File: src/rtl/qspi_pkg.sv
// qspi_pkg: shared command codes, nibble counts and FSM states for the QSPI responder
package qspi_pkg;
  localparam logic [7:0] CMD_QUAD_READ = 8'hEB;
  localparam logic [7:0] CMD_QUAD_WRITE = 8'h38;
  localparam int ADDR_NIBBLES = 6;
  localparam int CMD_NIBBLES = 2;
  typedef enum logic [2:0] {IDLE, CMD, ADDR, DUMMY, READ, WRITE, IGNORE} state_t;
endpackage

File: src/rtl/qspi_pin_sync.sv
// qspi_pin_sync: synchronizes the SPI pins and detects spi_clk edges
module qspi_pin_sync #(
  parameter int SYNC_STAGES = 2
) (
  input  logic       clock,
  input  logic       reset,
  input  logic       spi_clk,
  input  logic       spi_select_n,
  input  logic [3:0] spi_data_in,
  output logic       sel_n,
  output logic [3:0] data,
  output logic       clk_rise,
  output logic       clk_fall
);
  logic [5:0] q [SYNC_STAGES];
  logic clk_d;
  // all pins share one chain so data stays aligned with the clock edge; select resets asserted so a held-low select cannot look like a fresh assertion
  always_ff @(posedge clock)
    if (reset) begin
      for (int i = 0; i < SYNC_STAGES; i++) q[i] <= '0;
      clk_d <= 1'b0;
    end else begin
      q[0] <= {spi_clk, spi_select_n, spi_data_in};
      for (int i = 1; i < SYNC_STAGES; i++) q[i] <= q[i-1];
      clk_d <= q[SYNC_STAGES-1][5];
    end
  assign sel_n = q[SYNC_STAGES-1][4];
  assign data = q[SYNC_STAGES-1][3:0];
  assign clk_rise = q[SYNC_STAGES-1][5] & ~clk_d;
  assign clk_fall = ~q[SYNC_STAGES-1][5] & clk_d;
endmodule

File: src/rtl/qspi_ram_responder.sv
// qspi_ram_responder: QPI command/address/data target serving a byte-wide memory port
module qspi_ram_responder
  import qspi_pkg::*;
#(
  parameter int ADDRESS_WIDTH = 16,
  parameter int DATA_BUS_WIDTH = 8,
  parameter int DUMMY_NIBBLES = 6,
  parameter int SYNC_STAGES = 2
) (
  input  logic                      clock,
  input  logic                      reset,
  input  logic                      spi_clk,
  input  logic                      spi_select_n,
  input  logic [3:0]                spi_data_in,
  output logic [3:0]                spi_data_out,
  output logic [3:0]                spi_data_oe,
  output logic [ADDRESS_WIDTH-1:0]  mem_addr,
  output logic [DATA_BUS_WIDTH-1:0] mem_wdata,
  output logic                      mem_we,
  output logic                      mem_re,
  input  logic [DATA_BUS_WIDTH-1:0] mem_rdata
);
  localparam logic [7:0] DUMMY_LAST = 8'(DUMMY_NIBBLES - 1);
  logic sel_n, clk_rise, clk_fall, sel_prev, lo, re_d;
  logic [3:0] nib, whi, rlo;
  logic [7:0] cmd, rbuf, cnt;
  state_t state;
  qspi_pin_sync #(.SYNC_STAGES(SYNC_STAGES)) u_sync (
    .clock(clock), .reset(reset), .spi_clk(spi_clk), .spi_select_n(spi_select_n),
    .spi_data_in(spi_data_in), .sel_n(sel_n), .data(nib), .clk_rise(clk_rise), .clk_fall(clk_fall)
  );
  // transaction FSM: nibbles shift in on rises, read data goes out on falls, deselect overrides everything
  always_ff @(posedge clock)
    if (reset) begin
      state <= IDLE;
      spi_data_out <= '0;
      spi_data_oe <= '0;
      mem_addr <= '0;
      mem_wdata <= '0;
      mem_we <= 1'b0;
      mem_re <= 1'b0;
      re_d <= 1'b0;
      sel_prev <= 1'b0;
      lo <= 1'b0;
      cnt <= '0;
      cmd <= '0;
      whi <= '0;
      rlo <= '0;
      rbuf <= '0;
    end else begin
      mem_we <= 1'b0;
      mem_re <= 1'b0;
      re_d <= mem_re;
      sel_prev <= sel_n;
      if (re_d) rbuf <= mem_rdata;
      if (mem_we) mem_addr <= mem_addr + ADDRESS_WIDTH'(1);
      if (sel_n) begin
        state <= IDLE;
        spi_data_oe <= '0;
        spi_data_out <= '0;
        lo <= 1'b0;
        cnt <= '0;
      end else case (state)
        IDLE: if (sel_prev) begin
          state <= CMD;
          cnt <= '0;
        end
        CMD: if (clk_rise) begin
          cmd <= {cmd[3:0], nib};
          cnt <= cnt + 8'd1;
          if (cnt == 8'(CMD_NIBBLES - 1)) begin
            cnt <= '0;
            state <= ({cmd[3:0], nib} == CMD_QUAD_READ || {cmd[3:0], nib} == CMD_QUAD_WRITE) ? ADDR : IGNORE;
          end
        end
        ADDR: if (clk_rise) begin
          mem_addr <= ADDRESS_WIDTH'({mem_addr, nib});
          cnt <= cnt + 8'd1;
          if (cnt == 8'(ADDR_NIBBLES - 1)) begin
            cnt <= '0;
            lo <= 1'b0;
            mem_re <= cmd != CMD_QUAD_WRITE;
            state <= cmd == CMD_QUAD_WRITE ? WRITE : DUMMY_NIBBLES == 0 ? READ : DUMMY;
          end
        end
        DUMMY: if (clk_rise) begin
          cnt <= cnt + 8'd1;
          if (cnt == DUMMY_LAST) begin
            cnt <= '0;
            state <= READ;
          end
        end
        READ: if (clk_fall) begin
          spi_data_oe <= 4'hF;
          spi_data_out <= lo ? rlo : rbuf[7:4];
          if (!lo) rlo <= rbuf[3:0];
          lo <= !lo;
        end else if (clk_rise && lo) begin
          mem_addr <= mem_addr + ADDRESS_WIDTH'(1);
          mem_re <= 1'b1;
        end
        WRITE: if (clk_rise) begin
          lo <= !lo;
          if (lo) begin
            mem_wdata <= {whi, nib};
            mem_we <= 1'b1;
          end else whi <= nib;
        end
        IGNORE: ;
        default: state <= IDLE;
      endcase
    end
endmodule

File: config.mk
export PLATFORM = sky130hd
export DESIGN_NAME = qspi_ram_responder
export DESIGN_NICKNAME = d
export VERILOG_FILES = /design/src/rtl/qspi_pkg.sv /design/src/rtl/qspi_pin_sync.sv /design/src/rtl/qspi_ram_responder.sv
export SDC_FILE = /design/constraint.sdc
export NUM_CORES = 1
export LEC_CHECK = 0
export ABC_AREA = 1
export BUFFER_PORTS_ARGS = -buffer_cell sky130_fd_sc_hd__buf_2
export CORE_AREA = 2 2 115 117
export CTS_CLUSTER_DIAMETER = 120
export DETAILED_ROUTE_END_ITERATION = 16
export DIE_AREA = 0 0 117 119
export GPL_ROUTABILITY_DRIVEN = 0
export PLACE_DENSITY = 0.56
export SYNTH_ARGS = -nofsm -noshare
export SYNTH_HDL_FRONTEND = slang
export SYNTH_HIERARCHICAL = 1
export SYNTH_SLANG_ARGS = --single-unit
File: constraint.sdc
create_clock -name clock -period 3.9 [get_ports clock]
set_input_delay 0.78 -clock clock [delete_from_list [all_inputs] [get_ports clock]]
set_output_delay 0.78 -clock clock [all_outputs]
set_load 0.02 [all_outputs]
==> results_dict.tcl <==
set metrics [dict create \
    status "finished, final reports clean" \
    dp_hpwl_um 7936 \
    first_global_vias 3951 \
    warnings_synthesis 6 \
    synth_cell_types 36 \
    post_synthesis_instance_area_mm2 0.004353 \
    hold_wc_path_type "register to register" \
    max_freq_mhz 437.8 \
    ant_nets 0 \
    required_ns 3.12 \
    synth_edf_count 0 \
    reg2reg_setup_slack_ns 1.82 \
    number_of_drc_markers_after_the_initial_detailed_route_iteration 346 \
    cp-start-kind "register" \
    period_share_pct 58.56 \
    final.setup_skew_ns 0.005305 \
    top_level_ports 50 \
    post-route-util_pct 38.41 \
    critPathSlowestCell "sky130_fd_sc_hd__dfxtp_1" \
    globalRoute.totalOverflow 0 \
    number_of_cells_upsized_or_downsized_after_cts 0 \
    timing.critical_path.arrival_ns 1.50 \
    drv_slew 0 \
    async_flop_share_pct 0 \
    cts-root-buf "sky130_fd_sc_hd__clkbuf_16" \
    route.detailed.drc 0 \
    numClockSinks 82 \
    ctsHoldBuffers 0 \
    layoutNonFillerInstCount 879 \
    timing.critical_path.fanout_max 22 \
    postSynthCellCount 667 \
    routed_via_density 4.836 \
    capturing_point_of_the_worst_reg2reg_path "mem_addr[3]$_SDFF_PP0_" \
    powerDensity_mw_per_mm2 558.1 \
    cp_top_family "flip-flops" \
    rsz0062_at_grt "false" \
    postRouteWirelength_um 11100 \
    drt_pre_antenna_iters 6 \
    slew-limit-headroom_pct 22.83 \
    top_signal_layer_used "met4" \
    timing.hold.worst_endpoint "u_sync/q[0][7]$_SDFF_PP0_" \
    mostFrequentLayoutCell "sky130_fd_sc_hd__nand2_1" \
    area_growth_syn_to_layout_pct 13.60 \
    clock_path_buffers 2 \
    setup_viol 0 \
    cts_max_level 3 \
    mostFrequentLayoutCells "sky130_fd_sc_hd__nand2_1, sky130_fd_sc_hd__nor2_1, sky130_fd_sc_hd__dfxtp_1, sky130_fd_sc_hd__inv_1, sky130_fd_sc_hd__o21ai_0" \
    syn_area_per_cell_um2 6.526 \
    postCtsSetupRepairBufs 0 \
    worstHoldStart "u_sync/q[0][1]$_SDFF_PP0_" \
    met1_length_um 5251 \
    p_total_uw 2760 \
    seq_area_frac_synth_pct 37.71 \
    clkSlewWorstSetupHoldPaths_ns 0.06 \
    timing_worst_setup_path_type "register to primary output" \
    tritoncts "yes" \
    ys_ff_latch 82 \
    nNetsFinal 717 \
    critical_path.cell_chain "buf_2" \
    worst_hold_margin_ns 0.4023 \
    report.final.hold_viol_count 0 \
    initial_utilization_pct 33.81 \
    fp.dieH_um 119 \
    grt_pass1_wl_um 18700 \
    timing.final.crit_period_ns 2.284 \
    fp-row-count 42 \
    synth_largest_area_cell "sky130_fd_sc_hd__dfxtp_1" \
    syn_nets 686 \
    timing_worst_slew_pin_value_ns 1.156 \
    routedWlPerCell_um 12.63 \
    cp.buffers_inverters 1 \
    dieArea_mm2 0.01392 \
    maximum_number_of_pins_on_one_net_before_global_route_repair 46 \
    port_buf_inserts 49 \
    synth_top_flop_cell "sky130_fd_sc_hd__dfxtp_1" \
    vias 4251 \
    n_antenna_cell 0 \
    synth_top_area_share_pct 37.71 \
    gr-usage-all-layers_pct 16.95 \
    met3_length_um 520 \
    clock_buffer_count_from_cts 9 \
    cp-end-kind "primary output" \
    irDropWorstVdd_uv 200.5 \
    maxCapViolations 0 \
    reg2regPathDepth 7 \
    crit_path_max_incr_delay_ns 0.86 \
    synth.top_cells.by_area "sky130_fd_sc_hd__dfxtp_1, sky130_fd_sc_hd__nand2_1, sky130_fd_sc_hd__o21ai_0" \
    grt_antenna_before_repair 0 \
    timing.setup.tns_ns 0 \
    dr_wl_met2_um 5100 \
    timing.hold.worst_path_depth 2 \
    cell_leakage_power_uw 0.002265 \
    die_x_um 117 \
    layout-drive-gt1-share_pct 12.66 \
    place.detailed.instances 863 \
    fp.coreArea_mm2 0.01287 \
    worstReg2RegStart "mem_we$_SDFF_PP0_" \
    worstSkewPairLatency_ns 0.34 \
]
-- power breakdown --
group / internal (uW) / switching, uW
clock network: 514 / 354
registers: 916 / 114
logic: 273 / 589
total: 1700 / 1060
-- through the flow --
| step | worst slack [ns] | area [um2] |
|---|---|---|
| global placement | 1.471 | 4641 |
| CTS | 1.579 | 4945 |
| finish | 1.616 | 4945 |
| detailed placement | 1.462 | 4641 |
| global route | 1.552 | 4945 |
| floorplan | 2.203 | 4353 |
-- metal layers --
| layer | global-route usage (%) | vias up |
|---|---|---|
| met5 | 0 | - |
| met4 | 7.206 | 0 |
| met3 | 2.952 | 16 |
| met2 | 26.81 | 115 |
| met1 | 22.59 | 1919 |
| li1 | - | 2201 |
-- cell usage after synthesis (3+ instances only) --
| cell type | count |
|---|---|
| sky130_fd_sc_hd__nand2_1 | 140 |
| sky130_fd_sc_hd__nor2_1 | 97 |
| sky130_fd_sc_hd__dfxtp_1 | 82 |
| sky130_fd_sc_hd__inv_1 | 80 |
| sky130_fd_sc_hd__o21ai_0 | 80 |
| sky130_fd_sc_hd__a21oi_1 | 51 |
| sky130_fd_sc_hd__nand3_1 | 45 |
| sky130_fd_sc_hd__nor3_1 | 11 |
| sky130_fd_sc_hd__buf_4 | 10 |
| sky130_fd_sc_hd__clkbuf_1 | 10 |
| sky130_fd_sc_hd__a31oi_1 | 7 |
| sky130_fd_sc_hd__xor2_1 | 6 |
| sky130_fd_sc_hd__inv_2 | 5 |
| sky130_fd_sc_hd__nand4_1 | 5 |
| sky130_fd_sc_hd__buf_2 | 4 |
| sky130_fd_sc_hd__buf_6 | 4 |
| sky130_fd_sc_hd__nand2_2 | 4 |
| sky130_fd_sc_hd__a21oi_2 | 3 |
| sky130_fd_sc_hd__ha_1 | 3 |
-- sequential cells by signal, indices dropped and copies added, names as in the netlist --
| name | flops |
|---|---|
| cmd | 8 |
| rlo | 4 |
| mem_we | 1 |
| u_sync/clk_d | 1 |
| mem_addr | 16 |
| mem_re | 1 |
| spi_data_out | 4 |
| rbuf | 8 |
| u_sync/q | 12 |
| sel_prev | 1 |
| re_d | 1 |
| cnt | 8 |
| mem_wdata | 8 |
| lo | 1 |
| whi | 4 |
| state | 3 |
| spi_data_oe | 1 |
-- worst max-delay path by stage --
stage / from / end / depth (start not counted)
2_1_floorplan: mem_addr[0]$_SDFF_PP0_ / mem_addr[10]$_SDFF_PP0_ / 12
3_3_place_gp: reset / mem_addr[11]$_SDFF_PP0_ / 4
3_5_place_dp: reset / whi[2]$_SDFFE_PP0P_ / 4
4_1_cts: mem_we$_SDFF_PP0_ / mem_we / 1
5_1_grt: mem_we$_SDFF_PP0_ / mem_we / 1
6_report: mem_we$_SDFF_PP0_ / mem_we / 1
-- area by class of cell --
class	count	area, um2
fillers	1374	7930
flip-flops and latches	82	1642
clock inverters	6	65.06
well taps	176	220.2
clock buffers	10	239.0
inverters	87	331.6
multi-input cells	468	2195
repair buffers	50	252.7
-- cells by family (layout without fill, tap and decap cells) --
kind of cell,after synthesis,after routing,synth area share (%)
buffers and inverters,117,153,11.87
and+or+nand+nor,313,313,30.70
AOI/OAI and AO/OA,146,146,17.65
DFF,82,82,37.71
adders and majority gates,3,3,0.8624
xor gates and xnor gates,6,6,1.207
No activity file was read; power rests on OpenSTA's default activity.
